**config.mk**
```make
export PLATFORM = sky130hd
export DESIGN_NAME = frac_mult_pipe
export DESIGN_NICKNAME = d
export VERILOG_FILES = /design/src/rtl/frac_mult_pipe.sv
export SDC_FILE = /design/constraint.sdc
export NUM_CORES = 1
export LEC_CHECK = 0
export ABC_AREA = 0
export CELL_PAD_IN_SITES_DETAIL_PLACEMENT = 1
export CELL_PAD_IN_SITES_GLOBAL_PLACEMENT = 2
export CORE_AREA = 2 2 150 152
export DETAILED_ROUTE_END_ITERATION = 12
export DIE_AREA = 0 0 152 154
export PLACE_DENSITY = 0.87
export RECOVER_POWER = 100
export REMOVE_ABC_BUFFERS = 1
export SLEW_MARGIN = 20
export SYNTH_ARGS = -nofsm -noshare
export SYNTH_HDL_FRONTEND = slang
export SYNTH_SLANG_ARGS = --single-unit
```
**constraint.sdc**
```tcl
create_clock -name clk -period 14.01 [get_ports clk]
set_clock_uncertainty 0.1 [all_clocks]
set_input_delay 2.802 -clock clk [delete_from_list [all_inputs] [get_ports clk]]
set_output_delay 2.802 -clock clk [all_outputs]
set_load 0.005 [all_outputs]
```
**src/rtl/frac_mult_pipe.sv**
```systemverilog
`default_nettype none
// +--------------------------------------------------------------------------+
// | frac_mult_pipe: 3-stage signed data x Q1.(CW-1) coefficient multiplier    |
// | with truncate/round, saturation flag/count and valid/ready flow control.  |
// | Revision: 1.0                                                             |
// +--------------------------------------------------------------------------+
module frac_mult_pipe #(
  parameter int DW   = 17,
  parameter int CW   = 8,
  parameter int TW   = 4,
  parameter int CNTW = 16
) (
  input  logic            clk,
  input  logic            rst_n,
  input  logic            in_valid,
  output logic            in_ready,
  input  logic [DW-1:0]   in_data,
  input  logic [CW-1:0]   in_coef,
  input  logic            in_rnd,
  input  logic [TW-1:0]   in_tag,
  output logic            out_valid,
  input  logic            out_ready,
  output logic [DW-1:0]   out_data,
  output logic            out_sat,
  output logic [TW-1:0]   out_tag,
  output logic [CNTW-1:0] sat_cnt,
  input  logic            sat_clr
);

  localparam int c_pw = DW + CW;
  localparam int c_sw = c_pw + 1;
  localparam logic [c_sw-1:0] c_half = c_sw'(1) << (CW - 2);
  localparam logic [DW-1:0]   c_max  = {1'b0, {(DW-1){1'b1}}};
  localparam logic [DW-1:0]   c_min  = {1'b1, {(DW-1){1'b0}}};

  logic w_stall;
  logic w_advance;

  logic          r_s1_valid;
  logic [DW-1:0] r_s1_data;
  logic [CW-1:0] r_s1_coef;
  logic          r_s1_rnd;
  logic [TW-1:0] r_s1_tag;

  logic                   r_s2_valid;
  logic signed [c_pw-1:0] r_s2_prod;
  logic                   r_s2_rnd;
  logic [TW-1:0]          r_s2_tag;

  logic signed [c_pw-1:0] w_prod;
  logic [c_sw-1:0]        w_sum;
  logic [c_sw-1:0]        w_shift;
  logic [c_sw-DW:0]       w_hi;
  logic                   w_fits;
  logic [DW-1:0]          w_data;

  // The whole pipe freezes while the output register holds an unaccepted sample.
  assign w_stall   = out_valid & ~out_ready;
  assign w_advance = ~w_stall;
  assign in_ready  = rst_n & ~w_stall;

  always_ff @(posedge clk or negedge rst_n) begin
    if (!rst_n) begin
      r_s1_valid <= 1'b0;
      r_s1_data  <= '0;
      r_s1_coef  <= '0;
      r_s1_rnd   <= 1'b0;
      r_s1_tag   <= '0;
    end else if (w_advance) begin
      r_s1_valid <= in_valid;
      if (in_valid) begin
        r_s1_data <= in_data;
        r_s1_coef <= in_coef;
        r_s1_rnd  <= in_rnd;
        r_s1_tag  <= in_tag;
      end
    end
  end

  assign w_prod = $signed({{CW{r_s1_data[DW-1]}}, r_s1_data})
                * $signed({{DW{r_s1_coef[CW-1]}}, r_s1_coef});

  always_ff @(posedge clk or negedge rst_n) begin
    if (!rst_n) begin
      r_s2_valid <= 1'b0;
      r_s2_prod  <= '0;
      r_s2_rnd   <= 1'b0;
      r_s2_tag   <= '0;
    end else if (w_advance) begin
      r_s2_valid <= r_s1_valid;
      if (r_s1_valid) begin
        r_s2_prod <= w_prod;
        r_s2_rnd  <= r_s1_rnd;
        r_s2_tag  <= r_s1_tag;
      end
    end
  end

  // One guard bit above the product keeps the rounding add from wrapping.
  assign w_sum   = {r_s2_prod[c_pw-1], r_s2_prod} + (r_s2_rnd ? c_half : '0);
  assign w_shift = $signed(w_sum) >>> (CW - 1);
  assign w_hi    = w_shift[c_sw-1:DW-1];
  assign w_fits  = (&w_hi) | ~(|w_hi);
  assign w_data  = w_fits ? w_shift[DW-1:0] : (w_shift[c_sw-1] ? c_min : c_max);

  always_ff @(posedge clk or negedge rst_n) begin
    if (!rst_n) begin
      out_valid <= 1'b0;
      out_data  <= '0;
      out_sat   <= 1'b0;
      out_tag   <= '0;
    end else if (w_advance) begin
      out_valid <= r_s2_valid;
      if (r_s2_valid) begin
        out_data <= w_data;
        out_sat  <= ~w_fits;
        out_tag  <= r_s2_tag;
      end
    end
  end

  always_ff @(posedge clk or negedge rst_n) begin
    if (!rst_n) begin
      sat_cnt <= '0;
    end else if (sat_clr) begin
      sat_cnt <= '0;
    end else if (out_valid && out_ready && out_sat && !(&sat_cnt)) begin
      sat_cnt <= sat_cnt + 1'b1;
    end
  end

endmodule
`default_nettype wire
```
# Word level (Yosys, flattened, before mapping)
# Cells that the tools add are included.
[totals]
ff_bits = 101
in_bits = 35
out_inout_bits = 40
elab_cells = 40
[op_classes]
addsub = 2
n_mul = 1
n_mux = 5
n_bitwise = 7
reduce_logical = 11
[ops]
columns = ["op", "count"]
rows = [
  ["two-way mux 17 bit", 2],
  ["two-way mux 16 bit", 2],
  ["adder 25 x 8 -> 26 bit", 1],
  ["multiplier 17 x 8 -> 25 bit", 1],
  ["adder 16 x 1 -> 16 bit (second input constant)", 1],
  ["AND reduction 16 bit", 1],
  ["two-way mux 7 bit", 1],
  ["AND reduction 2 bit", 3],
  ["inverter 1 bit", 4],
  ["logical AND 1 bit", 3],
  ["AND reduction 3 bit", 1],
  ["OR reduction 3 bit", 1],
  ["AND 1 bit", 2],
  ["nonzero test 2 bit", 1],
  ["zero test 1 bit", 1],
  ["bitwise OR 1 bit", 1],
]

# Depth between registers and ports, before layout
[logic_depth]
ltp_word = 6
mapped_depth = 18
ltp_nobuf = 17

# Least setup slack after synthesis
# No wires, ideal clock.
[synth_path]
path_type = "in2out"
start = "in out_ready"
end = "out in_ready"
arrival_ps = 3247
path_slack_ps = 7861
path_stages = 3
path_buffers = 1
path_cell_list = "nand2b_1 -> clkbuf_1 -> and2_1"
[synth_between]
elab_chain_len = 4
[synth_lines]
columns = ["item", "line_no", "text"]
rows = [
  ["start, declared", "22", "input logic out_ready,"],
  ["inverter 1 bit", "58", "assign w_stall = out_valid & ~out_ready;"],
  ["AND 1 bit", "58", ""],
  ["inverter 1 bit (no source line)", "-", ""],
  ["AND 1 bit", "60", "assign in_ready = rst_n & ~w_stall;"],
  ["end, declared", "16", "output logic in_ready,"],
]
# Every way passes these cells.

# Final worst setup path
[layout_path]
start = "in rst_n"
end = "out in_ready"
[layout_between]
elab_chain_len = 1
[layout_lines]
columns = ["item", "line_no", "text"]
rows = [
  ["start, declared", "14", "input logic rst_n,"],
  ["AND 1 bit", "60", ""],
]
# Every way passes these cells.

==> flow_metrics.tcl <==
set metrics [dict create \
    grt_pass1_vias 7086 \
    hold_path_class "flop to flop" \
    gr-usage-all-layers 0.191 \
    io_pins 75 \
    reg2reg_depth 16 \
    vias 6368 \
    clk_pin_slew_worst_paths_ps 80 \
    area.growth.synth_to_final_pct 14.4 \
    die_area_um2 23400 \
    r2r_start "r_s1_coef[7]" \
    htreeDepth 3 \
    relSlewSlack -1.35 \
    synthSimpleGateAreaFrac 0.177 \
    r2r-end "r_s2_prod[23]" \
    ys_ff_latch 95 \
    grt_max_degree 66 \
    synth_top_family_by_area "adder cells" \
    cts_sinks 95 \
    fin_crit_sh 0.564 \
    avgSynthCellArea_um2 9.65 \
    holdBufCountCts 0 \
    synth_top_area_frac 0.270 \
    drc 0 \
    port_buffers 74 \
    synthesis.area_um2 8820 \
    drtPass1Iterations 4 \
    worstMarginPinSlew_ps 3530 \
    drtIter0Drc 213 \
    setup.worst_path.end "in_ready" \
    synthXorXnorAreaFrac 0.0407 \
    finalSetupViolCount 0 \
    async_flop_share 1.00 \
    cp-end-kind "output port" \
    drive_gt1_frac 0.0633 \
    totalNegativeSetupSlack_ps 0 \
    postCtsSetupBuffers 0 \
    drv_slew 142 \
    synth_edf_count 0 \
    clock_latency_ps 360 \
    drv_cap 4 \
    synth_mux_area_frac 0.0407 \
    fillers 2454 \
    ctsResizeCount 0 \
    core-area_um2 21700 \
    r2r_slack_ps 8360 \
    hpwl_um 16200 \
    synth_cells 914 \
    grt_pass1_wl_um 36000 \
    worst-path-max-fanout 32 \
    path_class "primary input to output port" \
    antenna_found_initial 0 \
    max_freq_mhz 127 \
    clockBufferDepth 2 \
    multi_input_area_um2 5750 \
    crit_arrival_ps 5000 \
    root_buffer "clkbuf_16" \
    synth_compound_area_frac 0.0853 \
    wire_per_inst_um 16.7 \
    status "finished with violations" \
    seqCellArea_um2 2380 \
    viasPerCell 5.06 \
    gp_congestion 0.782 \
    critPathRequiredTime_ps 11110 \
    cts-buffers-inserted 9 \
    violations "capacitance limit, slew limit" \
    tritoncts "done" \
    die_w_um 152 \
    yosys.area.top_type "dfrtp_1" \
    synthAdderAreaFrac 0.310 \
    yosys-top-cells-area "dfrtp_1 27%, fa_1 24%, and2_1 7.2%" \
    antennaDiodeCount 0 \
    initial_utilization 0.407 \
    die-height_um 154 \
    totalWireLength_um 21000 \
    crit_path_start "rst_n" \
    ant_nets 0 \
    ys_types 54 \
    hold_viol_final 0 \
    rsz0062_at_grt "false" \
    synth_warnings 0 \
    nNetsFinal 1163 \
    num_rows 54 \
    min_period_ps 7900 \
    grt_overflow 0 \
    crit_path_start_kind "primary input" \
    synth-seq-area-share 0.270 \
    ys.flop_type "dfrtp_1" \
]
per-layer routing:
metal	GRT usage	vias up	routed length, µm
met5	0	-	0
met4	0.0498	0	335
met3	0.0256	23	367
met2	0.353	62	11000
met1	0.235	3266	9290
li1	-	3017	-
worst min path at each step:
stage | start | endpoint | slack [ps] | depth (start not counted)
CTS | r_s1_tag[2] | r_s2_tag[2] | 380 | 2
global placement | r_s1_tag[3] | r_s2_tag[3] | 340 | 2
global route | r_s1_tag[1] | r_s2_tag[1] | 400 | 2
detailed placement | r_s2_tag[2] | out_tag[2] | 360 | 2
finish | out_tag[3] | out_tag[3] | 370 | 2
floorplan | r_s1_rnd | r_s2_rnd | 330 | 2
final cells by class:
cell class              count  area share
clock inverters             7     0.00806
well taps                 280      0.0347
multi-input cells         643       0.570
repair buffers             77      0.0743
inverters                 148      0.0551
clock buffers               9      0.0223
flip-flops and latches     95       0.236
per-stage QoR:
stage	setup WS (ps)	cells	util	hold slack (ps)	cell area, µm²
after floorplan	7910	886	-	333	8690
after global placement	6900	1243	0.452	342	9810
after detailed placement	6880	1243	0.452	361	9810
after CTS	6880	1259	0.466	381	10100
after global routing	5690	1259	0.465	403	10100
final	6110	1259	0.465	373	10100
sequential cells by signal (all words and copies together) (netlist names):
| name | count |
|---|---|
| out_data | 17 |
| out_sat | 1 |
| out_tag | 4 |
| out_valid | 1 |
| r_s1_coef | 8 |
| r_s1_data | 17 |
| r_s1_rnd | 1 |
| r_s1_tag | 4 |
| r_s1_valid | 1 |
| r_s2_prod | 19 |
| r_s2_rnd | 1 |
| r_s2_tag | 4 |
| r_s2_valid | 1 |
| sat_cnt | 16 |
synth_stat cells, drive strengths merged (9+ instances only):
cell    count
and3       10
nand4       9
or3         9
and2      101
clkbuf     19
nor2       56
ha         47
buf         9
o22a       17
fa        107
xnor2      16
xor2       25
mux2       31
o21ai      25
inv       148
dfrtp      95
nand2      99
a21oi      21
nand3      13
kinds of logic (layout without fill, tap and decap cells):
kind of cell    count (synthesis)  in the layout
simple gates                  312            312
buf+inv                       176            241
fa+ha+maj                     154            154
compound gates                104            104
flops                          95             95
xor+xnor                       41             41
mux                            32             32
placed cells by master, fill, tap and decap left out, types with 3 or more instances in the layout:
cell	n
o2111ai_1	4
inv_1	148
or3_1	9
clkbuf_1	3
and2_0	3
nor2_1	56
o211ai_1	3
and4_1	3
o21ai_0	25
dfrtp_1	95
o22a_2	8
nand2b_1	3
o21a_1	4
o22a_1	9
and3_1	8
clkdlybuf4s50_1	33
o31ai_1	5
ha_1	47
a21oi_1	21
nand2_1	99
a211oi_1	3
xor2_1	25
dlygate4sd3_1	40
mux2_2	31
xnor2_1	16
and2_1	98
nor3_1	5
nand4_1	9
clkbuf_16	9
nand3_1	12
a21o_1	4
fa_1	107
critical path: stages:
cell	delay, ps
clkbuf_1	1410
and2_0	260
clkdlybuf4s50_1	510
Power is not shown: default switching activity piles up to over one toggle a cycle in this logic, so the estimate is an artifact.
